## config.mk

```make
export PLATFORM = sky130hd
export DESIGN_NAME = flow_ctrl
export DESIGN_NICKNAME = d
export VERILOG_FILES = /design/src/rtl/flow_ctrl.sv
export SDC_FILE = /design/constraint.sdc
export NUM_CORES = 1
export LEC_CHECK = 0
export ABC_AREA = 1
export BUFFER_PORTS_ARGS = -buffer_cell sky130_fd_sc_hd__buf_2
export CAP_MARGIN = 5
export CELL_PAD_IN_SITES_DETAIL_PLACEMENT = 0
export CELL_PAD_IN_SITES_GLOBAL_PLACEMENT = 1
export CORE_MARGIN = 3
export CORE_UTILIZATION = 38
export DETAILED_ROUTE_END_ITERATION = 10
export PLACE_DENSITY = 0.85
export SLEW_MARGIN = 20
export SYNTH_ARGS = -nofsm -noshare
export SYNTH_HDL_FRONTEND = slang
export SYNTH_SLANG_ARGS = --single-unit
```

## constraint.sdc

```tcl
create_clock -name clk -period 2.43 [get_ports clk]
set_clock_uncertainty 0.2 [all_clocks]
set_input_delay 0.486 -clock clk [delete_from_list [all_inputs] [get_ports clk]]
set_output_delay 0.486 -clock clk [all_outputs]
set_load 0.03 [all_outputs]
```

## src/rtl/flow_ctrl.sv

```systemverilog
`default_nettype none
// flow_ctrl: per-stage flow-code generator for the 5-stage pipeline.
// Resolves dmem wait, divide wait (with timeout), branch flush and load-use bubble.
module flow_ctrl #(
  parameter int DIV_MAX_CYC = 40,
  parameter int CNT_WIDTH   = 32,
  parameter int FLOW_WIDTH  = 2
) (
  input  logic                  clk,
  input  logic                  rst,
  input  logic                  jump_i,
  input  logic                  ld_hazard_i,
  input  logic                  div_busy_i,
  input  logic                  div_done_i,
  input  logic                  dmem_req_i,
  input  logic                  dmem_ready_i,
  output logic [FLOW_WIDTH-1:0] flow_pc_o,
  output logic [FLOW_WIDTH-1:0] flow_de_o,
  output logic [FLOW_WIDTH-1:0] flow_ex_o,
  output logic [FLOW_WIDTH-1:0] flow_mem_o,
  output logic [FLOW_WIDTH-1:0] flow_wb_o,
  output logic                  div_timeout_o,
  output logic [CNT_WIDTH-1:0]  stall_cnt_o
);

  localparam logic [FLOW_WIDTH-1:0] FLOW_WORK    = FLOW_WIDTH'(0);
  localparam logic [FLOW_WIDTH-1:0] FLOW_STOP    = FLOW_WIDTH'(1);
  localparam logic [FLOW_WIDTH-1:0] FLOW_REFRESH = FLOW_WIDTH'(2);

  localparam int DIV_CNT_W = (DIV_MAX_CYC > 1) ? $clog2(DIV_MAX_CYC) : 1;
  localparam logic [DIV_CNT_W-1:0] DIV_LAST = DIV_CNT_W'(DIV_MAX_CYC - 1);

  typedef enum logic [1:0] {
    RUN       = 2'd0,
    DIV_WAIT  = 2'd1,
    DMEM_WAIT = 2'd2
  } state_t;

  state_t                 state;
  state_t                 state_nxt;
  logic [DIV_CNT_W-1:0]   div_cnt;
  logic [DIV_CNT_W-1:0]   div_cnt_nxt;
  logic                   resume_div;
  logic                   resume_div_nxt;
  logic                   timeout_set;
  logic                   dmem_stall;
  logic                   div_stall;

  assign dmem_stall = dmem_req_i & ~dmem_ready_i;
  assign div_stall  = div_busy_i & ~div_done_i;

  always_comb begin
    state_nxt      = state;
    div_cnt_nxt    = div_cnt;
    resume_div_nxt = resume_div;
    timeout_set    = 1'b0;
    flow_pc_o      = FLOW_WORK;
    flow_de_o      = FLOW_WORK;
    flow_ex_o      = FLOW_WORK;
    flow_mem_o     = FLOW_WORK;
    flow_wb_o      = FLOW_WORK;

    if (rst) begin
      flow_pc_o  = FLOW_REFRESH;
      flow_de_o  = FLOW_REFRESH;
      flow_ex_o  = FLOW_REFRESH;
      flow_mem_o = FLOW_REFRESH;
      flow_wb_o  = FLOW_REFRESH;
    end else begin
      case (state)
        RUN: begin
          if (dmem_stall) begin
            flow_pc_o      = FLOW_STOP;
            flow_de_o      = FLOW_STOP;
            flow_ex_o      = FLOW_STOP;
            flow_mem_o     = FLOW_STOP;
            flow_wb_o      = FLOW_REFRESH;
            state_nxt      = DMEM_WAIT;
            resume_div_nxt = 1'b0;
          end else if (div_stall) begin
            flow_pc_o   = FLOW_STOP;
            flow_de_o   = FLOW_STOP;
            flow_ex_o   = FLOW_STOP;
            flow_mem_o  = FLOW_REFRESH;
            state_nxt   = DIV_WAIT;
            div_cnt_nxt = '0;
          end else if (jump_i) begin
            // Jump beats a load-use hazard: the DE instruction is wrong-path anyway.
            flow_de_o = FLOW_REFRESH;
            flow_ex_o = FLOW_REFRESH;
          end else if (ld_hazard_i) begin
            flow_pc_o = FLOW_STOP;
            flow_de_o = FLOW_STOP;
            flow_ex_o = FLOW_REFRESH;
          end
        end

        DIV_WAIT: begin
          if (dmem_stall) begin
            // Memory stall preempts the divide; div_cnt is held until we come back.
            flow_pc_o      = FLOW_STOP;
            flow_de_o      = FLOW_STOP;
            flow_ex_o      = FLOW_STOP;
            flow_mem_o     = FLOW_STOP;
            flow_wb_o      = FLOW_REFRESH;
            state_nxt      = DMEM_WAIT;
            resume_div_nxt = 1'b1;
          end else if (div_done_i) begin
            state_nxt = RUN;
          end else if (div_cnt == DIV_LAST) begin
            timeout_set = 1'b1;
            state_nxt   = RUN;
          end else begin
            flow_pc_o   = FLOW_STOP;
            flow_de_o   = FLOW_STOP;
            flow_ex_o   = FLOW_STOP;
            flow_mem_o  = FLOW_REFRESH;
            div_cnt_nxt = div_cnt + DIV_CNT_W'(1);
          end
        end

        DMEM_WAIT: begin
          if (!dmem_ready_i) begin
            flow_pc_o  = FLOW_STOP;
            flow_de_o  = FLOW_STOP;
            flow_ex_o  = FLOW_STOP;
            flow_mem_o = FLOW_STOP;
            flow_wb_o  = FLOW_REFRESH;
          end else if (resume_div && div_stall) begin
            // Keep the pending divide held in EX while the memory access retires.
            flow_pc_o      = FLOW_STOP;
            flow_de_o      = FLOW_STOP;
            flow_ex_o      = FLOW_STOP;
            flow_mem_o     = FLOW_REFRESH;
            state_nxt      = DIV_WAIT;
            resume_div_nxt = 1'b0;
          end else begin
            state_nxt      = RUN;
            resume_div_nxt = 1'b0;
          end
        end

        default: begin
          state_nxt      = RUN;
          resume_div_nxt = 1'b0;
        end
      endcase
    end
  end

  always_ff @(posedge clk) begin
    if (rst) begin
      state         <= RUN;
      div_cnt       <= '0;
      resume_div    <= 1'b0;
      div_timeout_o <= 1'b0;
      stall_cnt_o   <= '0;
    end else begin
      state      <= state_nxt;
      div_cnt    <= div_cnt_nxt;
      resume_div <= resume_div_nxt;
      if (timeout_set) begin
        div_timeout_o <= 1'b1;
      end
      if ((flow_pc_o == FLOW_STOP) && (stall_cnt_o != {CNT_WIDTH{1'b1}})) begin
        stall_cnt_o <= stall_cnt_o + CNT_WIDTH'(1);
      end
    end
  end

endmodule
`default_nettype wire

```

==> summary.md, run 1 <==
| Metric | Value |
|---|---|
| Result of the run | complete, no violations |
| Die width | 93.1 um |
| Critical path fanouts, max | 5 |
| Input/output buffers | 49 |
| Number of warning messages in the yosys log | 0 |
| Internal power of the cells | 1.07 mW |
| Top flip-flop cell by instance count after synthesis | dfxtp_1 |
| DIE AREA | 0.00866 sq mm |
| Pre-CTS WS | 0.271 ns |
| Ranking of synthesized cells by instance count | nand2_1, nor2_1, inv_1 |
| Number of cells on the worst hold path | 2 |
| Post-Synthesis Cells | 483 |
| Fin area | 0.00333 sq mm |
| Starting density of the core | 39.5% |
| Category of the worst setup path capture point | output port |
| Critical Path Source Type | register |
| H-tree Lvls | 2 |
| Drt total wl | 7360 um |
| Cell type with the highest occurrence count on the critical path | nand2_1 |
| Via count of the first global-routing pass | 2619 |
| Minimum clock period | 2.33 ns |
| Iteration count of the initial detailed-routing pass | 4 |
| Setup Viol. Count Final | 0 |
| Final Hold Vio Count | 0 |
| Post-route clock period utilization | 96.0% |
| Placed Area | 0.00322 sq mm |
| Via-to-Cell Ratio | 4.70 |
| Share of the yosys chip area belonging to registers | 29.2% |
| Setup CP Type | reg -> out |
| Area share of the largest cell type after synthesis | 29.2% |
| Cells on worst reg2reg path | 13 |
| Clock-pin slew on the worst setup and hold paths | 0.08 ns |
| Start of the worst register-to-register path | div_cnt[0] |
| Fill cell count | 803 |
| Cell with the most instances after synthesis | nand2_1 |
| Required arrival time at the worst endpoint | 1.74 ns |
| Total clock buffers created by CTS | 5 |
| Flop and latch count out of synthesis | 42 |
| Antenna diodes | 0 |
| Die Height | 93.1 um |
| Post-synth EDFFs | 0 |
| Gpl congestion | 0.853 |
| Slowest cell on crit path | dfxtp_4 |
| Initial antenna violation count | 0 |
| Root buffer selected by CTS | clkbuf_8 |
| Total routing usage reported by global routing | 17.5% |
| Cell type contributing the most total cell area after synthesis | dfxtp_1 |
| # clock sinks | 42 |
| Remaining design rule violation count | 0 |
| Fin. max-slew vios | 0 |
| Share of synthesized registers carrying an async set or reset | 0% |
| Reg-to-reg slack, setup | 0.34 ns |
| Count of standard-cell rows | 31 |
| Clock Latency Late Sink | 0.29 ns |
| Area inside the core boundary | 0.00729 sq mm |
| Power per cell area | 503 mW/mm^2 |
| Vias after detailed routing | 2972 |
| Pin count of the biggest net entering global routing | 52 |
| Total half-perimeter wirelength after legalization and detailed placement | 5580 um |
| Buffers plus inverters on the worst setup path | 2 |
| Number of maximum-capacitance violations | 0 |
| Capturing point of the worst reg2reg path | stall_cnt_o[23] |
| Initial drt markers | 110 |
| Area Overhead vs Synth | 15.7% |
| Number of nets still failing antenna checks after routing | 0 |
| Overall overflow remaining after global route | 0 |
| Fraction of power consumed by combinational cells | 26.0% |
| Overall power after layout | 1.67 mW |
| Cell Area, Synth | 0.00288 sq mm |
| Switching power summed over all nets | 0.605 mW |
| Critical path data arrival time | 1.65 ns |
| Worst min-delay path class | reg -> reg |
| Maximum clock rate | 429 MHz |
| Global-route wire length before repair | 12300 um |
| Ordered list of cells on the worst path | ha_2, nand2_1, nor2_2, nand2_1, nand2_1, nand2_1, nand2_2, nand3_1, nand2_1, inv_1, buf_2 |
| Layout cell share with drive strength beyond 1 | 17.3% |
| Final routed wire length divided by cell count | 11.6 um |
| Largest stage delay on the critical path | 0.37 ns |
| Avg Synthesized Cell Area | 5.96 sq um |
| Leak | 1.65 nW |
| Io pins | 51 |
| Leading post-synthesis cells by cell area | dfxtp_1, nand2_1, nor2_1 |
| Crit-path leading delay family | simple AND/OR/NAND/NOR gates |
| Syn_nets | 493 |
| Netlist cell types | 37 |
| Min-Delay Startpoint | div_cnt[1] |
| Worst IR Drop VDD | 0.328 mV |
| Clock network fraction of total power | 26.3% |
| CTS tree | done |
| Number of buffers between clock root and the deepest sink | 2 |
| Terminating pin of the worst hold path | div_cnt[1] |
| Slack of the critical path | 0.0974 ns |
| Hold buffer count at CTS | 0 |
| Register share of total power | 47.7% |
| Sw frac | 36.1% |
| Number of nets in the finished design | 543 |
per-layer routing:
| metal | share of wire, % | wire length [um] | global-route usage (%) | vias up |
|---|---|---|---|---|
| li1 | - | - | - | 1581 |
| met1 | 51 | 3740 | 24.7 | 1325 |
| met2 | 43 | 3190 | 27.7 | 58 |
| met3 | 4.6 | 340 | 3.14 | 8 |
| met4 | 1.2 | 85 | 4.40 | 0 |
| met5 | 0 | 0 | 0 | - |
registers in the layout, summed over array words and instances, names as in the netlist:
signal and count:
div_cnt 6, div_timeout_o 1, state 2, resume_div 1, stall_cnt_o 32
cells in the final DEF, fill, tap and decap left out, drive strengths merged:
cell | synthesis | routed
nand2 | 157 | 157
a21oi | 9 | 9
ha | 2 | 2
nand4 | 17 | 17
nand3b | 3 | 3
nand3 | 19 | 19
and2 | 1 | 1
o31ai | 1 | 1
and3 | 1 | 1
xor2 | 18 | 18
nor3b | 2 | 2
o211a | 1 | 1
clkbuf | 1 | 7
o21ai | 10 | 10
dfxtp | 42 | 42
inv | 69 | 69
buf | 14 | 58
o22ai | 1 | 1
o21a | 1 | 1
nor4 | 1 | 1
a31oi | 2 | 2
nor2 | 101 | 101
a31o | 2 | 2
nor3 | 7 | 7
conb | 1 | 1
worst reg2reg max path, cell delays in order (launching register included):
cell	delay, ns
dfxtp_4	0.37
ha_2	0.18
nand2_1	0.08
nor2_2	0.13
nand2_1	0.08
nand2_1	0.06
nand2_1	0.05
nand2_2	0.07
nand3_2	0.07
buf_4	0.20
nand3_4	0.08
buf_12	0.22
nand2_1	0.13
a21oi_2	0.13
power by group through the flow:
stage | Combinational (mW) | Sequential [mW] | Clock [mW]
2_1_floorplan | 0.253 | 0.879 | 0
3_3_place_gp | 0.423 | 0.813 | 0
3_5_place_dp | 0.433 | 0.814 | 0
4_1_cts | 0.434 | 0.798 | 0.451
5_1_grt | 0.487 | 0.807 | 0.475
6_report | 0.436 | 0.798 | 0.440
cell type report:
class                      count  area [sq um]  share of cell area [%]
inverter                      69           259                    7.77
clock buffer                   7          76.3                    2.29
multi-input combinational    357          1690                    50.7
timing repair buffer          58           338                    10.1
sequential                    42           846                    25.4
tap                           99           124                    3.72
kinds of logic after synthesis:
group / count (synthesis) / share of synthesized area [%]
AOI/OAI and AO/OA: 27 / 5.82
DFF: 42 / 29.2
other: 1 / 0.130
and+or+nand+nor: 309 / 45.9
xor gates and xnor gates: 18 / 5.47
adders and majority gates: 2 / 0.869
buffers and inverters: 84 / 12.6
how the worst max path moves through the flow:
stage,cells after the start,from,to
after detailed placement,11,div_done_i,flow_pc_o[0]
after CTS,11,div_cnt[0],flow_pc_o[0]
after global placement,11,div_done_i,flow_de_o[0]
final,11,div_cnt[0],flow_ex_o[0]
after global routing,11,div_cnt[0],flow_de_o[0]
after floorplan,11,div_done_i,flow_pc_o[0]
through the flow:
stage	hold WS [ns]	instances	TNS [ns]	util, %
floorplan	0.250	483	0	-
global placement	0.245	624	0	44.2
detailed placement	0.269	624	0	44.2
CTS	0.281	631	0	45.3
global route	0.304	632	-0.0267	45.7
finish	0.278	632	0	45.7
repair_timing:
action                                 CTS  global route
resized for setup                        1            12
cloned                                   0             0
endpoints found under the hold margin    0             0
pin swaps                                0             1
buffers inserted                         0             1
setup endpoints to repair                2             3
(Power assumes the default switching activity.)
==> inputs of run 2 (changes only) <==
--- a/config.mk
+++ b/config.mk
@@ -14,6 +14,7 @@
 export CORE_UTILIZATION = 38
 export DETAILED_ROUTE_END_ITERATION = 10
 export PLACE_DENSITY = 0.85
+export RECOVER_POWER = 50
 export SLEW_MARGIN = 20
 export SYNTH_ARGS = -nofsm -noshare
 export SYNTH_HDL_FRONTEND = slang
==> summary.md, run 2 (same netlist as run 1, synthesis figures left out) <==
| Metric | Value |
|---|---|
| Antenna diodes | 0 |
| DIE AREA | 0.00866 sq mm |
| Required arrival time at the worst endpoint | 1.74 ns |
| Ordered list of cells on the worst path | ha_2, nand2_1, nor2_2, nand2_1, nand2_1, nand2_1, nand2_2, nand3_1, nand2_1, inv_1, buf_2 |
| Initial drt markers | 111 |
| Slowest cell on crit path | dfxtp_4 |
| Clock-pin slew on the worst setup and hold paths | 0.08 ns |
| Count of standard-cell rows | 31 |
| Leak | 1.65 nW |
| Number of maximum-capacitance violations | 0 |
| CTS tree | done |
| Overall overflow remaining after global route | 0 |
| Minimum clock period | 2.33 ns |
| Die Height | 93.1 um |
| Final routed wire length divided by cell count | 11.6 um |
| Critical path fanouts, max | 5 |
| Area Overhead vs Synth | 15.6% |
| Commonest cells after routing, fill and taps aside | nand2_1, nor2_1, inv_1 |
| Drt total wl | 7360 um |
| Critical Path Source Type | register |
| Number of cells on the worst hold path | 2 |
| Maximum clock rate | 429 MHz |
| Clock Latency Late Sink | 0.29 ns |
| Critical path data arrival time | 1.64 ns |
| Area of the multi-input gates | 0.00169 sq mm |
| Input/output buffers | 49 |
| Largest stage delay on the critical path | 0.37 ns |
| Post-route clock period utilization | 95.9% |
| Remaining design rule violation count | 0 |
| Terminating pin of the worst hold path | div_cnt[1] |
| # clock sinks | 42 |
| Root buffer selected by CTS | clkbuf_8 |
| Start of the worst register-to-register path | div_cnt[0] |
| Layout cell share with drive strength beyond 1 | 16.9% |
| Initial antenna violation count | 0 |
| Category of the worst setup path capture point | output port |
| Cells on worst reg2reg path | 13 |
| Placed Area | 0.00322 sq mm |
| Leading registers by flop count | stall_cnt_o: 32 flops, div_cnt: 6 flops, state: 2 flops |
| Area inside the core boundary | 0.00729 sq mm |
| Worst min-delay path class | reg -> reg |
| Iteration count of the initial detailed-routing pass | 4 |
| Gpl congestion | 0.853 |
| Fin area | 0.00333 sq mm |
| Die width | 93.1 um |
| Total clock buffers created by CTS | 5 |
| Setup Viol. Count Final | 0 |
| Reg-to-reg slack, setup | 0.34 ns |
| Starting density of the core | 39.5% |
| Number of nets still failing antenna checks after routing | 0 |
| Io pins | 51 |
| Fin. max-slew vios | 0 |
| Largest register FFs | 32 |
| Seq. cell area | 846 sq um |
| H-tree Lvls | 2 |
| Total routing usage reported by global routing | 17.5% |
| Final Hold Vio Count | 0 |
| Total half-perimeter wirelength after legalization and detailed placement | 5580 um |
| Worst hold margin | 0.278 ns |
| Number of buffers between clock root and the deepest sink | 2 |
| Min-Delay Startpoint | div_cnt[1] |
| Via count of the first global-routing pass | 2619 |
| Setup CP Type | reg -> out |
| Vias after detailed routing | 2969 |
| Global-route wire length before repair | 12300 um |
| Crit-path leading delay family | simple AND/OR/NAND/NOR gates |
| Fill cell count | 805 |
| Hold buffer count at CTS | 0 |
| Number of nets in the finished design | 543 |
| Commonest non-fill, non-tap cell in the layout | nand2_1 |
| Pin count of the biggest net entering global routing | 52 |
| Cell type with the highest occurrence count on the critical path | nand2_1 |
| Top reg by flops | stall_cnt_o |
| Result of the run | complete, no violations |
| Worst IR Drop VDD | 0.328 mV |
| Power per cell area | 503 mW/mm^2 |
| Buffers plus inverters on the worst setup path | 2 |
| Capturing point of the worst reg2reg path | stall_cnt_o[23] |
| Via-to-Cell Ratio | 4.70 |
run 2: cell count changes in the layout (fill, tap and decap cells not counted), sizes merged:
cell and delta:
buf -2, clkbuf +2
run 2: timing repair:
action                                  in CTS  in global routing
endpoints found under the setup margin       2                  3
setup buffers                                0                  1
pin swaps                                    0                  1
gates resized for setup                      1                 12
run 2: power by group:
group / switching [mW] / internal (mW)
Combinational: 0.298 / 0.137
Sequential: 0.0647 / 0.733
Clock: 0.242 / 0.198
run 2: worst register-to-register path, cell delays in order, from the launching register on:
cell     delay, ns
dfxtp_4       0.37
ha_2          0.17
nand2_1       0.08
nor2_2        0.13
nand2_1       0.08
nand2_1       0.06
nand2_1       0.05
nand2_2       0.07
nand3_2       0.07
buf_4         0.20
nand3_4       0.08
buf_12        0.22
nand2_1       0.13
a21oi_2       0.13
run 2: per-stage QoR:
step / setup WS, ns / cells / setup TNS [ns] / power, mW / utilization [%]
finish: 0.100 / 632 / 0 / 1.67 / 45.7
global route: -0.0112 / 632 / -0.0267 / 1.77 / 45.7
CTS: 0.0421 / 631 / 0 / 1.68 / 45.3
detailed placement: 0.271 / 624 / 0 / 1.25 / 44.2
global placement: 0.270 / 624 / 0 / 1.24 / 44.2
floorplan: 0.0485 / 483 / 0 / 1.13 / -
run 2: area by class of cell:
type	instances	share of cell area, %
clock buffer	7	2.29
inverter	69	7.78
timing repair buffer	58	10.1
sequential	42	25.4
multi-input combinational	357	50.7
tap	99	3.72
run 2: per-layer routing:
metal / routed length (um) / GRT usage, % / vias up
li1: - / - / 1580
met1: 3740 / 24.7 / 1323
met2: 3190 / 27.7 / 58
met3: 341 / 3.14 / 8
met4: 85 / 4.40 / 0
met5: 0 / 0 / -
run 2: worst max path at each step:
| stage | startpoint | slack, ns | to | cells after the start |
|---|---|---|---|---|
| 2_1_floorplan | div_done_i | 0.05 | flow_pc_o[0] | 11 |
| 3_3_place_gp | div_done_i | 0.27 | flow_de_o[0] | 11 |
| 3_5_place_dp | div_done_i | 0.27 | flow_pc_o[0] | 11 |
| 4_1_cts | div_cnt[0] | 0.04 | flow_pc_o[0] | 11 |
| 5_1_grt | div_cnt[0] | -0.01 | flow_de_o[0] | 11 |
| 6_report | div_cnt[0] | 0.10 | flow_ex_o[0] | 11 |
